===== src/rtl/food_placer_pkg.sv =====
`default_nettype none
// ----------------------------------------------------------------------------
// food_placer_pkg : grid constants, block codes and placer state encoding
// Revision        : 1.0
// ----------------------------------------------------------------------------
package food_placer_pkg;

  localparam int GRID_HEIGHT    = 30;
  localparam int GRID_WIDTH     = 40;
  localparam int BITS_PER_BLOCK = 2;

  localparam logic [BITS_PER_BLOCK-1:0] BLOCK_EMPTY = 2'd0;
  localparam logic [BITS_PER_BLOCK-1:0] BLOCK_WALL  = 2'd1;
  localparam logic [BITS_PER_BLOCK-1:0] BLOCK_SNAKE = 2'd2;
  localparam logic [BITS_PER_BLOCK-1:0] BLOCK_FOOD  = 2'd3;

  localparam int FP_STATE_BITS = 3;

  typedef enum logic [FP_STATE_BITS-1:0] {
    FP_IDLE       = 3'd0,
    FP_SAMPLE     = 3'd1,
    FP_WAIT       = 3'd2,
    FP_CHECK      = 3'd3,
    FP_SCAN       = 3'd4,
    FP_SCAN_WAIT  = 3'd5,
    FP_SCAN_CHECK = 3'd6
  } fp_state_e;

endpackage
`default_nettype wire


===== src/rtl/food_placer_grid_cursor.sv =====
`default_nettype none
// ----------------------------------------------------------------------------
// food_placer_grid_cursor : row-major (V,H) cell cursor with clear/advance/last
// Revision                : 1.0
// ----------------------------------------------------------------------------
module food_placer_grid_cursor
  import food_placer_pkg::*;
#(
  parameter int GRID_H = GRID_HEIGHT,
  parameter int GRID_W = GRID_WIDTH
) (
  input  logic                      clk,
  input  logic                      rst_n,
  input  logic                      clear,
  input  logic                      advance,
  output logic [$clog2(GRID_H)-1:0] cur_v,
  output logic [$clog2(GRID_W)-1:0] cur_h,
  output logic                      last
);

  localparam int VW = $clog2(GRID_H);
  localparam int HW = $clog2(GRID_W);
  localparam logic [VW-1:0] V_LAST = VW'(GRID_H - 1);
  localparam logic [HW-1:0] H_LAST = HW'(GRID_W - 1);

  logic [VW-1:0] v_q, v_d;
  logic [HW-1:0] h_q, h_d;

  always_comb begin
    v_d = v_q;
    h_d = h_q;
    if (clear) begin
      v_d = '0;
      h_d = '0;
    end else if (advance) begin
      if (h_q == H_LAST) begin
        h_d = '0;
        v_d = (v_q == V_LAST) ? '0 : v_q + 1'b1;
      end else begin
        h_d = h_q + 1'b1;
      end
    end
  end

  always_ff @(posedge clk or negedge rst_n) begin
    if (!rst_n) begin
      v_q <= '0;
      h_q <= '0;
    end else begin
      v_q <= v_d;
      h_q <= h_d;
    end
  end

  assign cur_v = v_q;
  assign cur_h = h_q;
  assign last  = (v_q == V_LAST) && (h_q == H_LAST);

endmodule
`default_nettype wire


===== src/rtl/food_placer.sv =====
`default_nettype none
// ----------------------------------------------------------------------------
// food_placer : validates randomizer candidates against the grid and writes one
//               food block per request; FOOD_PLACER_SCAN_FALLBACK_EN adds a scan
// Revision    : 1.0
// ----------------------------------------------------------------------------
module food_placer
  import food_placer_pkg::*;
#(
  parameter int GRID_H     = GRID_HEIGHT,
  parameter int GRID_W     = GRID_WIDTH,
  parameter int BLOCK_BITS = BITS_PER_BLOCK,
  parameter int MAX_TRIES  = 16
) (
  input  logic                      MasterClock,
  input  logic                      nReset,
  input  logic                      PlaceReq,
  input  logic [$clog2(GRID_H)-1:0] CandV,
  input  logic [$clog2(GRID_W)-1:0] CandH,
  output logic [$clog2(GRID_H)-1:0] RdV,
  output logic [$clog2(GRID_W)-1:0] RdH,
  input  logic [BLOCK_BITS-1:0]     RdData,
  output logic                      WrEn,
  output logic [$clog2(GRID_H)-1:0] WrV,
  output logic [$clog2(GRID_W)-1:0] WrH,
  output logic [BLOCK_BITS-1:0]     WrData,
  output logic                      Busy,
  output logic                      Done,
  output logic                      Fail,
  output logic [$clog2(GRID_H)-1:0] FoodV,
  output logic [$clog2(GRID_W)-1:0] FoodH,
  output logic                      FoodValid
);

  localparam int VW = $clog2(GRID_H);
  localparam int HW = $clog2(GRID_W);
  localparam int TW = $clog2(MAX_TRIES + 1);

  localparam logic [VW:0]           V_LIMIT     = (VW + 1)'(GRID_H);
  localparam logic [HW:0]           H_LIMIT     = (HW + 1)'(GRID_W);
  localparam logic [TW-1:0]         TRIES_LIMIT = TW'(MAX_TRIES);
  localparam logic [BLOCK_BITS-1:0] EMPTY_CODE  = BLOCK_BITS'(BLOCK_EMPTY);
  localparam logic [BLOCK_BITS-1:0] FOOD_CODE   = BLOCK_BITS'(BLOCK_FOOD);

  fp_state_e     state_q, state_d;
  logic [VW-1:0] rd_v_q, rd_v_d, wr_v_q, wr_v_d, food_v_q, food_v_d;
  logic [HW-1:0] rd_h_q, rd_h_d, wr_h_q, wr_h_d, food_h_q, food_h_d;
  logic [TW-1:0] tries_q, tries_d;
  logic          wr_en_q, wr_en_d;
  logic          done_q, done_d;
  logic          fail_q, fail_d;
  logic          busy_q, busy_d;
  logic          food_valid_q, food_valid_d;

  logic [TW-1:0] tries_inc;
  logic          give_up;
  logic          cand_in_range;
  logic          rd_empty;

  assign cand_in_range = ({1'b0, CandV} < V_LIMIT) && ({1'b0, CandH} < H_LIMIT);
  assign rd_empty      = (RdData == EMPTY_CODE);

`ifdef FOOD_PLACER_SCAN_FALLBACK_EN
  logic          cur_clear;
  logic          cur_advance;
  logic          cur_last;
  logic [VW-1:0] cur_v;
  logic [HW-1:0] cur_h;

  food_placer_grid_cursor #(
    .GRID_H (GRID_H),
    .GRID_W (GRID_W)
  ) u_grid_cursor (
    .clk     (MasterClock),
    .rst_n   (nReset),
    .clear   (cur_clear),
    .advance (cur_advance),
    .cur_v   (cur_v),
    .cur_h   (cur_h),
    .last    (cur_last)
  );
`endif

  always_comb begin
    state_d      = state_q;
    rd_v_d       = rd_v_q;
    rd_h_d       = rd_h_q;
    wr_v_d       = wr_v_q;
    wr_h_d       = wr_h_q;
    food_v_d     = food_v_q;
    food_h_d     = food_h_q;
    tries_d      = tries_q;
    food_valid_d = food_valid_q;
    wr_en_d      = 1'b0;
    done_d       = 1'b0;
    fail_d       = 1'b0;
    tries_inc    = tries_q + 1'b1;
    give_up      = 1'b0;
`ifdef FOOD_PLACER_SCAN_FALLBACK_EN
    cur_clear    = 1'b0;
    cur_advance  = 1'b0;
`endif

    case (state_q)
      FP_IDLE: begin
        if (PlaceReq) begin
          state_d = FP_SAMPLE;
          tries_d = '0;
        end
      end

      // Out-of-range candidates burn one try and one cycle without a read.
      FP_SAMPLE: begin
        if (cand_in_range) begin
          rd_v_d  = CandV;
          rd_h_d  = CandH;
          state_d = FP_WAIT;
        end else begin
          tries_d = tries_inc;
          give_up = (tries_inc == TRIES_LIMIT);
        end
      end

      FP_WAIT: state_d = FP_CHECK;

      FP_CHECK: begin
        if (rd_empty) begin
          wr_en_d      = 1'b1;
          done_d       = 1'b1;
          wr_v_d       = rd_v_q;
          wr_h_d       = rd_h_q;
          food_v_d     = rd_v_q;
          food_h_d     = rd_h_q;
          food_valid_d = 1'b1;
          state_d      = FP_IDLE;
        end else begin
          tries_d = tries_inc;
          state_d = FP_SAMPLE;
          give_up = (tries_inc == TRIES_LIMIT);
        end
      end

`ifdef FOOD_PLACER_SCAN_FALLBACK_EN
      FP_SCAN: begin
        rd_v_d  = cur_v;
        rd_h_d  = cur_h;
        state_d = FP_SCAN_WAIT;
      end

      FP_SCAN_WAIT: state_d = FP_SCAN_CHECK;

      FP_SCAN_CHECK: begin
        if (rd_empty) begin
          wr_en_d      = 1'b1;
          done_d       = 1'b1;
          wr_v_d       = rd_v_q;
          wr_h_d       = rd_h_q;
          food_v_d     = rd_v_q;
          food_h_d     = rd_h_q;
          food_valid_d = 1'b1;
          state_d      = FP_IDLE;
        end else if (cur_last) begin
          fail_d       = 1'b1;
          food_valid_d = 1'b0;
          state_d      = FP_IDLE;
        end else begin
          cur_advance = 1'b1;
          state_d     = FP_SCAN;
        end
      end
`endif

      default: state_d = FP_IDLE;
    endcase

    if (give_up) begin
`ifdef FOOD_PLACER_SCAN_FALLBACK_EN
      state_d   = FP_SCAN;
      cur_clear = 1'b1;
`else
      state_d      = FP_IDLE;
      fail_d       = 1'b1;
      food_valid_d = 1'b0;
`endif
    end

    busy_d = (state_d != FP_IDLE);
  end

  always_ff @(posedge MasterClock or negedge nReset) begin
    if (!nReset) begin
      state_q      <= FP_IDLE;
      rd_v_q       <= '0;
      rd_h_q       <= '0;
      wr_v_q       <= '0;
      wr_h_q       <= '0;
      food_v_q     <= '0;
      food_h_q     <= '0;
      tries_q      <= '0;
      wr_en_q      <= 1'b0;
      done_q       <= 1'b0;
      fail_q       <= 1'b0;
      busy_q       <= 1'b0;
      food_valid_q <= 1'b0;
    end else begin
      state_q      <= state_d;
      rd_v_q       <= rd_v_d;
      rd_h_q       <= rd_h_d;
      wr_v_q       <= wr_v_d;
      wr_h_q       <= wr_h_d;
      food_v_q     <= food_v_d;
      food_h_q     <= food_h_d;
      tries_q      <= tries_d;
      wr_en_q      <= wr_en_d;
      done_q       <= done_d;
      fail_q       <= fail_d;
      busy_q       <= busy_d;
      food_valid_q <= food_valid_d;
    end
  end

  assign RdV       = rd_v_q;
  assign RdH       = rd_h_q;
  assign WrEn      = wr_en_q;
  assign WrV       = wr_v_q;
  assign WrH       = wr_h_q;
  assign WrData    = FOOD_CODE;
  assign Busy      = busy_q;
  assign Done      = done_q;
  assign Fail      = fail_q;
  assign FoodV     = food_v_q;
  assign FoodH     = food_h_q;
  assign FoodValid = food_valid_q;

endmodule
`default_nettype wire


===== config.mk =====
export PLATFORM = sky130hd
export DESIGN_NAME = food_placer
export DESIGN_NICKNAME = d
export VERILOG_FILES = /design/src/rtl/food_placer_pkg.sv /design/src/rtl/food_placer_grid_cursor.sv /design/src/rtl/food_placer.sv
export SDC_FILE = /design/constraint.sdc
export NUM_CORES = 1
export LEC_CHECK = 0
export BUFFER_PORTS_ARGS = -buffer_cell sky130_fd_sc_hd__buf_4
export CORE_AREA = 2 2 58 60
export CTS_BUF_LIST = sky130_fd_sc_hd__clkbuf_2
export DETAILED_ROUTE_END_ITERATION = 6
export DIE_AREA = 0 0 60 62
export GPL_ROUTABILITY_DRIVEN = 0
export GPL_TIMING_DRIVEN = 0
export PLACE_DENSITY = 0.82
export SETUP_SLACK_MARGIN = 0.05
export SLEW_MARGIN = 20
export SYNTH_ARGS = -nofsm -noshare
export SYNTH_HDL_FRONTEND = slang
export SYNTH_SLANG_ARGS = --single-unit

===== constraint.sdc =====
create_clock -name MasterClock -period 2.3 [get_ports MasterClock]
set_input_delay 0.46 -clock MasterClock [delete_from_list [all_inputs] [get_ports MasterClock]]
set_output_delay 0.46 -clock MasterClock [all_outputs]
set_load 0.02 [all_outputs]

==> load_flow_metrics.sql <==
INSERT INTO impl_metrics (metric_group, metric, value, unit) VALUES
('outcome', 'run_status', 'finished clean', ''),
('logic_synthesis', 'postSynthRegisterBits', '34', ''),
('logic_synthesis', 'ys_async_rst_share', '100.0', '%'),
('floorplan', 'die_y', '62', 'um'),
('floorplan', 'num_io_pins', '56', ''),
('timing', 'fin_ws', '0.5532', 'ns'),
('hold_path', 'hold_path_startpoint', 'CandV[0]', ''),
('flow_run', 'drv.max_cap_violation_count', '0', ''),
('global_route', 'number_of_antenna_violations_at_the_first_check_in_global_routing', '0', ''),
('global_route', 'gr_util_all_layers', '17.65', '%'),
('finish', 'drive_gt1_share', '47.34', '%'),
('clock_tree', 'tritoncts.num_buffers', '5', ''),
('global_route', 'wire_length_of_the_first_global_routing_pass', '4.685', 'mm'),
('clock_tree', 'tritoncts', 'yes', ''),
('logic_synthesis', 'synthCells', '125', ''),
('logic_synthesis', 'synth_top_cells_by_area', 'sky130_fd_sc_hd__dfrtp_1 53%, sky130_fd_sc_hd__mux2_1 15%, sky130_fd_sc_hd__buf_4 7.0%', ''),
('worst_setup_path', 'path_buf_inv', '0', ''),
('timing', 'fmaxAchievable', '572.5', 'MHz'),
('logic_synthesis', 'yosysWarningCount', '0', ''),
('worst_setup_path', 'r2r-start', 'tries_q[0]', ''),
('hold_path', 'worst_hold_path.endpoint', 'RdV[0]', ''),
('detailed_routing', 'vias', '1137', ''),
('detailed_routing', 'drt_drc_violations_left', '0', ''),
('worst_setup_path', 'setup.worst_path.class', 'flop to flop', ''),
('clock_tree', 'clkTransAtPathRegs', '0.17', 'ns'),
('logic_synthesis', 'synth_largest_area_cell', 'sky130_fd_sc_hd__dfrtp_1', ''),
('placement', 'io_buffer_count', '53', ''),
('worst_setup_path', 'worst-r2r-setup-slack', '0.55', 'ns'),
('timing', 'final_critical_path_share_of_the_clock_period', '75.95', '%'),
('placement', 'dp_cells', '225', ''),
('timing', 'final_max_slew_violation_count', '0', ''),
('detailed_routing', 'drtPass1Iterations', '4', ''),
('worst_setup_path', 'crit_arrival', '2.01', 'ns'),
('floorplan', 'chipWidth', '60', 'um'),
('finish', 'final_net_count', '205', ''),
('global_route', 'met2_usage', '27.95', '%'),
('global_route', 'grt_max_degree', '35', ''),
('logic_synthesis', 'syn_avg_cell_area', '12.86', 'um^2'),
('worst_setup_path', 'cp_max_fo', '7', ''),
('logic_synthesis', 'summed_instance_area_of_the_synthesized_netlist', '1608', 'um^2'),
('placement', 'hpwl', '2.313', 'mm'),
('worst_setup_path', 'r2r_cells', '5', ''),
('worst_setup_path', 'critPathSlowestCell', 'sky130_fd_sc_hd__dfrtp_1', ''),
('timing', 'timing.final.crit_period', '1.747', 'ns'),
('worst_setup_path', 'setup.worst_path.end_class', 'flop', ''),
('pwr', 'ir_drop', '0.3869', 'mV'),
('global_route', 'grt_pass1_vias', '1066', ''),
('timing', 'timing.final.hold_violations', '0', ''),
('timing', 'rsz_0062_raised_after_global_routing', 'no', ''),
('logic_synthesis', 'synth.top_cell.area_share', '52.92', '%'),
('floorplan', 'core.rowCount', '21', ''),
('logic_synthesis', 'synth.lib_cells_used.distinct', '44', ''),
('worst_setup_path', 'max_stage_delay', '0.50', 'ns'),
('placement', 'place_worst_setup_slack', '0.4258', 'ns'),
('logic_synthesis', 'synth-edff-count', '0', ''),
('timing', 'clock_skew', '0.009081', 'ns'),
('worst_setup_path', 'worstReg2RegEnd', 'state_q[0]', ''),
('global_route', 'globalRouteMet1Util', '21.12', '%'),
('clock_tree', 'post-cts-setup-buffers', '0', ''),
('clock_tree', 'clockRootBuffer', 'sky130_fd_sc_hd__clkbuf_2', ''),
('hold_path', 'holdCritPathClass', 'input port to flop', ''),
('detailed_routing', 'wl', '3.045', 'mm'),
('worst_setup_path', 'worstPathCellList', 'ha_1 > nand3_1 > xor2_1 > nor4_2 > nor2_1', ''),
('timing', 'fin_setup_tns', '0', 'ns'),
('finish', 'finish.cell_count_without_fillers', '234', ''),
('pwr', 'power.density', '733.2', 'nW/um^2'),
('floorplan', 'design.core.area', '3179', 'um^2'),
('worst_setup_path', 'worst_path_dominant_cell_family', 'simple AND/OR/NAND/NOR gates', ''),
('finish', 'antenna-diode-count', '0', ''),
('detailed_routing', 'avgRoutedWirePerCell', '13.01', 'um'),
('clock_tree', 'numClockSinks', '34', '');
[cells in the mapped netlist (2+ instances only)]
| library cell | number |
|---|---|
| sky130_fd_sc_hd__a21o_1 | 2 |
| sky130_fd_sc_hd__inv_1 | 2 |
| sky130_fd_sc_hd__ha_1 | 2 |
| sky130_fd_sc_hd__o211ai_1 | 2 |
| sky130_fd_sc_hd__o2bb2ai_1 | 2 |
| sky130_fd_sc_hd__nand3_1 | 2 |
| sky130_fd_sc_hd__nand2_1 | 4 |
| sky130_fd_sc_hd__nor3_1 | 2 |
| sky130_fd_sc_hd__mux2_1 | 21 |
| sky130_fd_sc_hd__conb_1 | 2 |
| sky130_fd_sc_hd__buf_4 | 15 |
| sky130_fd_sc_hd__dfrtp_1 | 34 |
| sky130_fd_sc_hd__nand3b_1 | 2 |
| sky130_fd_sc_hd__nor2_1 | 3 |
[state kept, by name, indices dropped and copies added (netlist names)]
name       count
Done           1
FoodV          5
FoodValid      1
RdV            5
Fail           1
RdH            6
tries_q        5
Busy           1
state_q        3
FoodH          6
[layout make-up]
cell class	instances	area, um^2
buffer	16	117.6
clock buffer	6	30.03
clock inverter	2	8.758
fill	261	1064
inverter	3	11.26
multi-input combinational	73	631.9
sequential	34	850.8
tap	46	57.56
timing repair buffer	54	407.9
[routing by layer]
| metal | routed length [um] | share of wire [%] |
|---|---|---|
| met2 | 1524 | 50 |
| met1 | 1267 | 42 |
| met3 | 223 | 7.3 |
| met4 | 29 | 0.95 |
| met5 | 0 | 0 |
[through the flow]
step	hold WS (ns)	util, %	total power [mW]	area (um^2)
after floorplan	0.1644	-	1.055	1612
after global placement	0.4235	65.01	1.284	2067
after detailed placement	0.4290	65.01	1.303	2067
after CTS	0.2718	66.55	1.571	2116
after global routing	0.2510	66.55	1.646	2116
final	0.2938	66.55	1.551	2116
[how the worst max path moves through the flow]
stage	startpoint	end	slack (ns)	depth (start not counted)
2_1_floorplan	CandV[2]	tries_q[0]	0.60	4
3_3_place_gp	CandH[4]	tries_q[0]	0.43	5
3_5_place_dp	CandH[4]	tries_q[0]	0.43	5
4_1_cts	tries_q[0]	state_q[0]	0.56	5
5_1_grt	tries_q[0]	state_q[0]	0.38	5
6_report	tries_q[0]	state_q[0]	0.55	5
[repair_timing]
action,CTS,global route
hold buffers,1,0
hold endpoints to repair,26,0
gates resized for setup,0,0
[cell families after synthesis]
logic type	synth area share [%]
AO/OA/AOI/OAI	8.094
flip-flops	52.92
AND/OR/NAND/NOR	11.44
buffers and inverters	8.015
XOR/XNOR	0.5448
other	0.4671
adder cells (fa/ha/maj)	1.556
multiplexers	16.96
[cell usage in the layout (no fill, tap or decap), types with 2 or more instances in the layout]
cell,instances
sky130_fd_sc_hd__dfrtp_1,34
sky130_fd_sc_hd__o211ai_1,2
sky130_fd_sc_hd__nor2_1,3
sky130_fd_sc_hd__conb_1,3
sky130_fd_sc_hd__ha_1,2
sky130_fd_sc_hd__nand2_1,4
sky130_fd_sc_hd__nand3_1,2
sky130_fd_sc_hd__nor3_1,2
sky130_fd_sc_hd__mux2_1,21
sky130_fd_sc_hd__o2bb2ai_1,2
sky130_fd_sc_hd__nand3b_1,2
sky130_fd_sc_hd__a21o_1,2
sky130_fd_sc_hd__buf_4,68
sky130_fd_sc_hd__inv_1,2
sky130_fd_sc_hd__clkbuf_2,6
[power breakdown]
group,switching (mW),leakage (nW),internal (mW),total [mW]
clock,0.193,0.0304,0.0747,0.268
sequential,0.0774,0.441,0.696,0.773
combinational,0.259,0.656,0.251,0.510
Note: power is estimated with default switching activity, not from simulation.
